## src/rtl/uart_pkg.sv

```systemverilog
// Shared UART definitions: receiver FSM state encoding, parity mode codes and
// the clocks-per-bit divisor calculation. Also intended for uart_tx_cfg.
package uart_pkg;

  typedef enum logic [2:0] {
    ST_IDLE      = 3'd0,
    ST_START     = 3'd1,
    ST_DATA      = 3'd2,
    ST_PARITY    = 3'd3,
    ST_STOP      = 3'd4,
    ST_WAIT_HIGH = 3'd5
  } rx_state_t;

  localparam int PARITY_NONE = 0;
  localparam int PARITY_ODD  = 1;
  localparam int PARITY_EVEN = 2;

  // Clocks per bit, rounded to nearest.
  function automatic int calc_div(input int clk_freq, input int baud);
    return (clk_freq + baud / 2) / baud;
  endfunction

endpackage

```

## src/rtl/uart_rx_fifo.sv

```systemverilog
// Synchronous FIFO for received words ({tuser, tdata}).
// Ports:
//   clk, rstn            clock, asynchronous active-low reset
//   in_valid, in_data    push side; a push while full is accepted only if a
//                        pop happens in the same cycle, otherwise dropped
//   full                 FIFO holds DEPTH words
//   out_valid, out_data  AXI-stream source, out_data is zero when empty
//   out_ready            downstream ready
module uart_rx_fifo #(
  parameter int AW = 2,
  parameter int W  = 10
) (
  input  logic         clk,
  input  logic         rstn,
  input  logic         in_valid,
  input  logic [W-1:0] in_data,
  output logic         full,
  output logic         out_valid,
  output logic [W-1:0] out_data,
  input  logic         out_ready
);

  localparam int DEPTH = 1 << AW;

  logic [W-1:0]  mem [DEPTH];
  logic [AW-1:0] wr_ptr;
  logic [AW-1:0] rd_ptr;
  logic [AW:0]   count;
  logic          do_push;
  logic          do_pop;

  assign out_valid = (count != '0);
  assign full      = (count == (AW + 1)'(DEPTH));
  assign do_pop    = out_valid && out_ready;
  // Pop frees a slot in the same cycle, so a push on full is still taken.
  assign do_push   = in_valid && (!full || do_pop);
  assign out_data  = out_valid ? mem[rd_ptr] : '0;

  always_ff @(posedge clk or negedge rstn) begin
    if (!rstn) begin
      wr_ptr <= '0;
      rd_ptr <= '0;
      count  <= '0;
    end else begin
      if (do_push) wr_ptr <= wr_ptr + AW'(1);
      if (do_pop)  rd_ptr <= rd_ptr + AW'(1);
      case ({do_push, do_pop})
        2'b10:   count <= count + (AW + 1)'(1);
        2'b01:   count <= count - (AW + 1)'(1);
        default: count <= count;
      endcase
    end
  end

  // NOTE: storage is deliberately not reset; out_data is gated by out_valid so
  // stale contents never reach the output.
  always_ff @(posedge clk) begin
    if (do_push) mem[wr_ptr] <= in_data;
  end

endmodule

```

## src/rtl/uart_rx_cfg.sv

```systemverilog
// Configurable UART receiver: DATA_BITS 5..8, none/odd/even parity, 1 or 2
// stop bits, mid-bit 2-of-3 majority sampling, false-start rejection, error
// tagging and an optional RX FIFO.
// Ports:
//   clk, rstn    clock, asynchronous active-low reset
//   i_uart_rx    asynchronous serial line, idle high
//   o_tready     downstream ready
//   o_tvalid     received word valid
//   o_tdata      received word, zero-extended above DATA_BITS
//   o_tuser      {ferr, perr} for o_tdata
//   o_overflow   1-cycle pulse when a completed word is dropped
module uart_rx_cfg
  import uart_pkg::*;
#(
  parameter int CLK_FREQ  = 50_000_000,
  parameter int BAUD_RATE = 115_200,
  parameter int DATA_BITS = 8,
  parameter int PARITY    = 0,
  parameter int STOP_BITS = 1,
  parameter int FIFO_EA   = 0
) (
  input  logic       clk,
  input  logic       rstn,
  input  logic       i_uart_rx,
  input  logic       o_tready,
  output logic       o_tvalid,
  output logic [7:0] o_tdata,
  output logic [1:0] o_tuser,
  output logic       o_overflow
);

  localparam int            DIV     = calc_div(CLK_FREQ, BAUD_RATE);
  localparam int            CW      = $clog2(DIV) + 1;
  localparam logic [CW-1:0] HALF    = CW'(DIV / 2);
  localparam logic [CW-1:0] LAST    = CW'(DIV - 1);
  localparam int            FIFO_AW = (FIFO_EA < 3) ? 2 : FIFO_EA;

  // Synchroniser plus two history flops: majority over the three most recent
  // synchronised samples.
  logic sync1, sync2, hist1, hist2;
  logic maj, fall;

  always_ff @(posedge clk or negedge rstn) begin
    if (!rstn) begin
      sync1 <= 1'b1;
      sync2 <= 1'b1;
      hist1 <= 1'b1;
      hist2 <= 1'b1;
    end else begin
      // NOTE: non-blocking assignments so each flop takes the pre-edge value
      // of its predecessor and the chain really is a shift register.
      sync1 <= i_uart_rx;
      sync2 <= sync1;
      hist1 <= sync2;
      hist2 <= hist1;
    end
  end

  assign maj  = (sync2 & hist1) | (sync2 & hist2) | (hist1 & hist2);
  assign fall = hist1 & ~sync2;

  rx_state_t            state, state_n;
  logic [CW-1:0]        cnt, cnt_n;
  logic [3:0]           bit_cnt, bit_n;
  logic [DATA_BITS-1:0] sh, sh_n;
  logic                 par_acc, par_n;
  logic                 perr, perr_n;
  logic                 ferr, ferr_n;
  logic                 push;
  logic [9:0]           push_word;
  logic                 tick;
  logic                 f_tvalid;
  logic [9:0]           f_data;

  assign tick = (cnt == LAST);

  always_comb begin
    // NOTE: every signal gets a default first so no path leaves one unassigned
    // and no latch is inferred.
    state_n   = state;
    cnt_n     = cnt;
    bit_n     = bit_cnt;
    sh_n      = sh;
    par_n     = par_acc;
    perr_n    = perr;
    ferr_n    = ferr;
    push      = 1'b0;
    push_word = '0;
    case (state)
      ST_IDLE: begin
        if (fall) begin
          state_n = ST_START;
          cnt_n   = '0;
          bit_n   = '0;
        end
      end
      ST_START: begin
        if (cnt == HALF) begin
          cnt_n = '0;
          if (maj) begin
            state_n = ST_IDLE;   // glitch, not a start bit
          end else begin
            state_n = ST_DATA;
            sh_n    = '0;
            par_n   = 1'b0;
            perr_n  = 1'b0;
            ferr_n  = 1'b0;
          end
        end else begin
          cnt_n = cnt + CW'(1);
        end
      end
      ST_DATA: begin
        if (tick) begin
          cnt_n = '0;
          sh_n  = {maj, sh[DATA_BITS-1:1]};
          par_n = par_acc ^ maj;
          if (bit_cnt == 4'(DATA_BITS - 1)) begin
            bit_n   = '0;
            state_n = (PARITY != PARITY_NONE) ? ST_PARITY : ST_STOP;
          end else begin
            bit_n = bit_cnt + 4'd1;
          end
        end else begin
          cnt_n = cnt + CW'(1);
        end
      end
      ST_PARITY: begin
        if (tick) begin
          cnt_n   = '0;
          perr_n  = ((par_acc ^ maj) != (PARITY == PARITY_ODD));
          state_n = ST_STOP;
        end else begin
          cnt_n = cnt + CW'(1);
        end
      end
      ST_STOP: begin
        if (tick) begin
          cnt_n  = '0;
          ferr_n = ferr | ~maj;
          if (bit_cnt == 4'(STOP_BITS - 1)) begin
            push      = 1'b1;
            push_word = {ferr_n, perr, 8'(sh)};
            bit_n     = '0;
            // A framing error may be a break: wait for the line to recover.
            state_n   = ferr_n ? ST_WAIT_HIGH : ST_IDLE;
          end else begin
            bit_n = bit_cnt + 4'd1;
          end
        end else begin
          cnt_n = cnt + CW'(1);
        end
      end
      ST_WAIT_HIGH: begin
        if (maj) state_n = ST_IDLE;
      end
      default: state_n = ST_IDLE;
    endcase
  end

  always_ff @(posedge clk or negedge rstn) begin
    if (!rstn) begin
      state    <= ST_IDLE;
      cnt      <= '0;
      bit_cnt  <= '0;
      sh       <= '0;
      par_acc  <= 1'b0;
      perr     <= 1'b0;
      ferr     <= 1'b0;
      f_tvalid <= 1'b0;
      f_data   <= '0;
    end else begin
      state    <= state_n;
      cnt      <= cnt_n;
      bit_cnt  <= bit_n;
      sh       <= sh_n;
      par_acc  <= par_n;
      perr     <= perr_n;
      ferr     <= ferr_n;
      f_tvalid <= push;
      if (push) f_data <= push_word;
    end
  end

  if (FIFO_EA == 0) begin : g_direct
    // Single-cycle strobe; o_tready only decides whether the word counts as lost.
    always_ff @(posedge clk or negedge rstn) begin
      if (!rstn) begin
        o_tvalid   <= 1'b0;
        o_tdata    <= '0;
        o_tuser    <= '0;
        o_overflow <= 1'b0;
      end else begin
        o_tvalid   <= f_tvalid;
        o_overflow <= f_tvalid & ~o_tready;
        if (f_tvalid) {o_tuser, o_tdata} <= f_data;
      end
    end
  end else begin : g_fifo
    logic       fifo_full;
    logic [9:0] fifo_out;

    uart_rx_fifo #(
      .AW (FIFO_AW),
      .W  (10)
    ) u_fifo (
      .clk       (clk),
      .rstn      (rstn),
      .in_valid  (f_tvalid),
      .in_data   (f_data),
      .full      (fifo_full),
      .out_valid (o_tvalid),
      .out_data  (fifo_out),
      .out_ready (o_tready)
    );

    assign {o_tuser, o_tdata} = fifo_out;

    always_ff @(posedge clk or negedge rstn) begin
      if (!rstn) o_overflow <= 1'b0;
      else       o_overflow <= f_tvalid & fifo_full & ~(o_tvalid & o_tready);
    end
  end

endmodule

```

## config.mk

```make
export PLATFORM = sky130hd
export DESIGN_NAME = uart_rx_cfg
export DESIGN_NICKNAME = d
export VERILOG_FILES = /design/src/rtl/uart_pkg.sv /design/src/rtl/uart_rx_fifo.sv /design/src/rtl/uart_rx_cfg.sv
export SDC_FILE = /design/constraint.sdc
export NUM_CORES = 1
export LEC_CHECK = 0
export BUFFER_PORTS_ARGS = -buffer_cell sky130_fd_sc_hd__buf_2
export CAP_MARGIN = 20
export CORE_MARGIN = 2
export CORE_UTILIZATION = 40
export DETAILED_ROUTE_END_ITERATION = 10
export HOLD_SLACK_MARGIN = 0.1
export SKIP_LAST_GASP = 1
export SLEW_MARGIN = 40
export SYNTH_ARGS = -nofsm -noshare
export SYNTH_HDL_FRONTEND = slang
export SYNTH_HIERARCHICAL = 1
export SYNTH_SLANG_ARGS = --single-unit
```

## constraint.sdc

```tcl
create_clock -name clk -period 7 [get_ports clk]
set_clock_uncertainty 0.1 [all_clocks]
set_input_delay 0.7 -clock clk [delete_from_list [all_inputs] [get_ports clk]]
set_output_delay 0.7 -clock clk [all_outputs]
set_load 0.03 [all_outputs]
```

==> results by group <==
Finish
  • Share of layout cells above drive strength 1: 23.3%
  • ANT cells: 0
  • Post-layout util: roughly 45%
  • Design area: 0.00283 mm²
  • Final nets: between 200 and 300
  • Synth-to-Final Area Change: 8.91%

Worst setup path
  • Crit path max-delay family: simple AND/OR/NAND/NOR gates
  • Cell chain of the critical path: inv_1 -> ha_1 -> or3b_2 -> o31ai_2 -> nand2_1 -> and3_1 -> a221o_1
  • Critical Path RT: between 7000 and 8000 ps
  • Critical Path End Type: flip-flop
  • Setup CP Type: reg2reg
  • WP depth: 7
  • CP startpoint kind: flip-flop
  • Worst r2r src: cnt[1]
  • Max FO, Critical Path: 9
  • Reg2reg end: cnt[8]
  • Max stage delay cell, worst path: or3b_2
  • R2R depth: 7
  • Reg2reg setup slack: around 4400 ps
  • CP Launch Point: cnt[1]
  • CP endpoint: cnt[8]
  • Worst path arrival time: 2690 ps
  • CP bufs+invs: 1
  • CP max stage delay: approximately 540 ps

Floorplanning
  • Die ar.: ~0.0072 mm²
  • Overall die height: about 85 µm
  • Initial core utilization: 41.1%
  • Die Span X: 84.6 µm
  • Row cnt: 29
  • Num ports: 16
  • CORE AREA: 0.00631 mm²

Placement
  • Placer Congestion: around 0.84
  • Setup WS pre-CTS: 4440 ps
  • Port bufs: 15
  • Hpwl dp: between 3000 and 4000 µm
  • Placed cell area: 0.00273 mm²

STA
  • Worst slew margin: a little over half
  • Worst-Margin Slew: 690 ps
  • Pins over their slew limit: 0
  • Setup WS post-layout: around 4400 ps
  • Min Tclk post-route: about 2600 ps
  • Tcrit/Tclk final: about 37%
  • Fin. Hold Viols: 0
  • Fmax: just under 0.4 GHz
  • RSZ-0062 raised after global routing: false
  • Setup-failing EPs final: 0
  • Total negative slack: 0 ps

Pwr
  • Static Leak: around 0.0013 µW
  • P_sw: just over 300 µW
  • Power per Cell Area: approximately 290 mW/mm²
  • Sw frac: a little under two fifths
  • Gate power share: a little under a third
  • Total internal power: ~510 µW
  • Clk pwr share: around 23%
  • Reg power frac: between 40% and 50%
  • Total Power Consumption: roughly 810 µW
  • Max rail drop VDD: ~0.00014 V

Synth
  • Syn nets: 237
  • Most common library cells after synthesis: dfrtp_1 (51), mux2_2 (21), a21oi_1 (14), nand2_1 (13), nor2_1 (11)
  • Ys flop type: dfrtp_1
  • Sequential area share after synthesis: 53.2%
  • Post-synth ARST share: 100%
  • Mapped Cells: roughly 230
  • Ranking of synthesized cells by area: dfrtp_1 (49%), mux2_2 (9.1%), dfstp_2 (4.0%)
  • Yosys top cell by area: dfrtp_1
  • Cell area after synthesis: between 0.002 and 0.003 mm²
  • Flop and latch count out of synthesis: 55
  • Post-synthesis cell type count: 53
  • Most numerous cell in the Yosys netlist: dfrtp_1
  • EDFF count, synth: 0
  • Synth top area share: around half
  • Avg Inst Size Synth: between 10 and 15 µm²
  • YS warnings: 6

Global routing
  • Initial antenna violation count: 0
  • Pin count of the biggest net entering global routing: 56
  • First-pass GRT wire length: 8260 µm
  • Global route overflow: 0
  • Total GRT Usage: approximately 14%
  • Vias in the first global route: roughly 1700

Clock tree
  • Clk sinks: between 50 and 60
  • Post-CTS sizing: 0
  • CTS max path bufs: 2
  • Hold-fix buffer count after cts: 0
  • CTS tree: yes
  • Clock Pin Slew Worst Setup and Hold Paths: ~110 ps
  • Setup bufs post-CTS: 0
  • Root buf cell: clkbuf_8
  • TritonCTS Buffers: 5
  • CTS H-Tree Depth: 2
  • Clk_lat worst skew: about 320 ps

Min path
  • Worst Hold Launch: sync1
  • Worst hold-check path type: reg2reg

Status
  • Status: finished clean

Drt
  • WL per Instance: around 15 µm
  • Vias per cell: 5.51
  • Antenna Nets Post-Route: 0
  • Pre-Repair DR Iteration Count: 4
  • Final WL: roughly 4800 µm
  • DRC: 0
  • Initial DRC count: 136
  • Via count: ~1800

Run
  • Max cap viols: 0
==> worst min-delay path by stage <==
stage,to,slack (ps),cells after the start
2_1_floorplan,sync2,250,0
3_3_place_gp,sync2,250,0
3_5_place_dp,sync2,250,0
4_1_cts,sync2,260,0
5_1_grt,sync2,270,0
6_report,sync2,260,0
==> registers in the layout (all words and copies together), names as in the netlist <==
register	count
ferr	1
hist1	1
sync1	1
sh	8
o_tdata	8
o_overflow	1
f_data	10
bit_cnt	4
f_tvalid	1
sync2	1
par_acc	1
o_tvalid	1
o_tuser	2
state	3
hist2	1
perr	1
cnt	10
==> metal layers <==
layer	up-vias	routed length, µm	global-route usage (%)
met5	-	0	0
met1	871	2370	19.7
met4	0	103	6.49
met2	28	2210	22.0
li1	868	-	-
met3	8	131	2.85
==> through the flow <==
step                      hold WS, ps  instances
after floorplan                   245        229
after global placement            247        314
after detailed placement          247        314
after CTS                         263        322
after global routing              271        322
final                             261        322
==> layout make-up <==
cell class	count	area [µm²]
clock buffer	5	68.8
clock inverter	3	27.5
fill	615	3480
inverter	7	26.3
multi-input combinational	158	1140
sequential	55	1380
tap	77	96.3
timing repair buffer	17	90.1
==> cells in the final DEF (no fill, tap or decap), types with 3 or more instances in the layout <==
cell type / synthesis / routed
a21o_1: 3 / 3
a21oi_1: 14 / 14
a22o_1: 9 / 9
a31oi_1: 4 / 4
buf_2: 2 / 15
clkbuf_8: 0 / 5
dfrtp_1: 51 / 51
dfstp_2: 4 / 4
ha_1: 4 / 4
inv_1: 7 / 7
mux2_2: 21 / 21
nand2_1: 13 / 13
nand2b_1: 5 / 5
nand3_1: 7 / 7
nor2_1: 11 / 11
nor2b_1: 3 / 3
nor3_1: 7 / 7
nor4_1: 3 / 3
o21ai_0: 10 / 10
o31ai_1: 4 / 4
==> power groups by stage <==
| stage | registers [µW] | clock network, µW | logic [µW] |
|---|---|---|---|
| after global placement | 386 | 0 | 243 |
| after CTS | 380 | 196 | 248 |
| after global routing | 388 | 204 | 275 |
| after detailed placement | 386 | 0 | 244 |
| after floorplan | 364 | 0 | 222 |
| final | 381 | 186 | 248 |
==> cells by family after synthesis <==
logic type,Yosys count,synth area share (%)
AO/OA/AOI/OAI,58,15.9
flip-flops,55,53.2
multiplexers,21,9.10
AND/OR/NAND/NOR,71,15.5
buffers and inverters,16,2.99
XOR/XNOR,3,1.01
adder cells (fa/ha/maj),5,2.31
==> worst reg2reg max path, cell delays in order, from the launching register on <==
cell,delay (ps)
dfrtp_1,420
inv_1,90
ha_1,160
or3b_2,540
o31ai_2,390
nand2_1,280
and3_1,250
a221o_1,250
No activity file was read; power rests on OpenSTA's default activity.
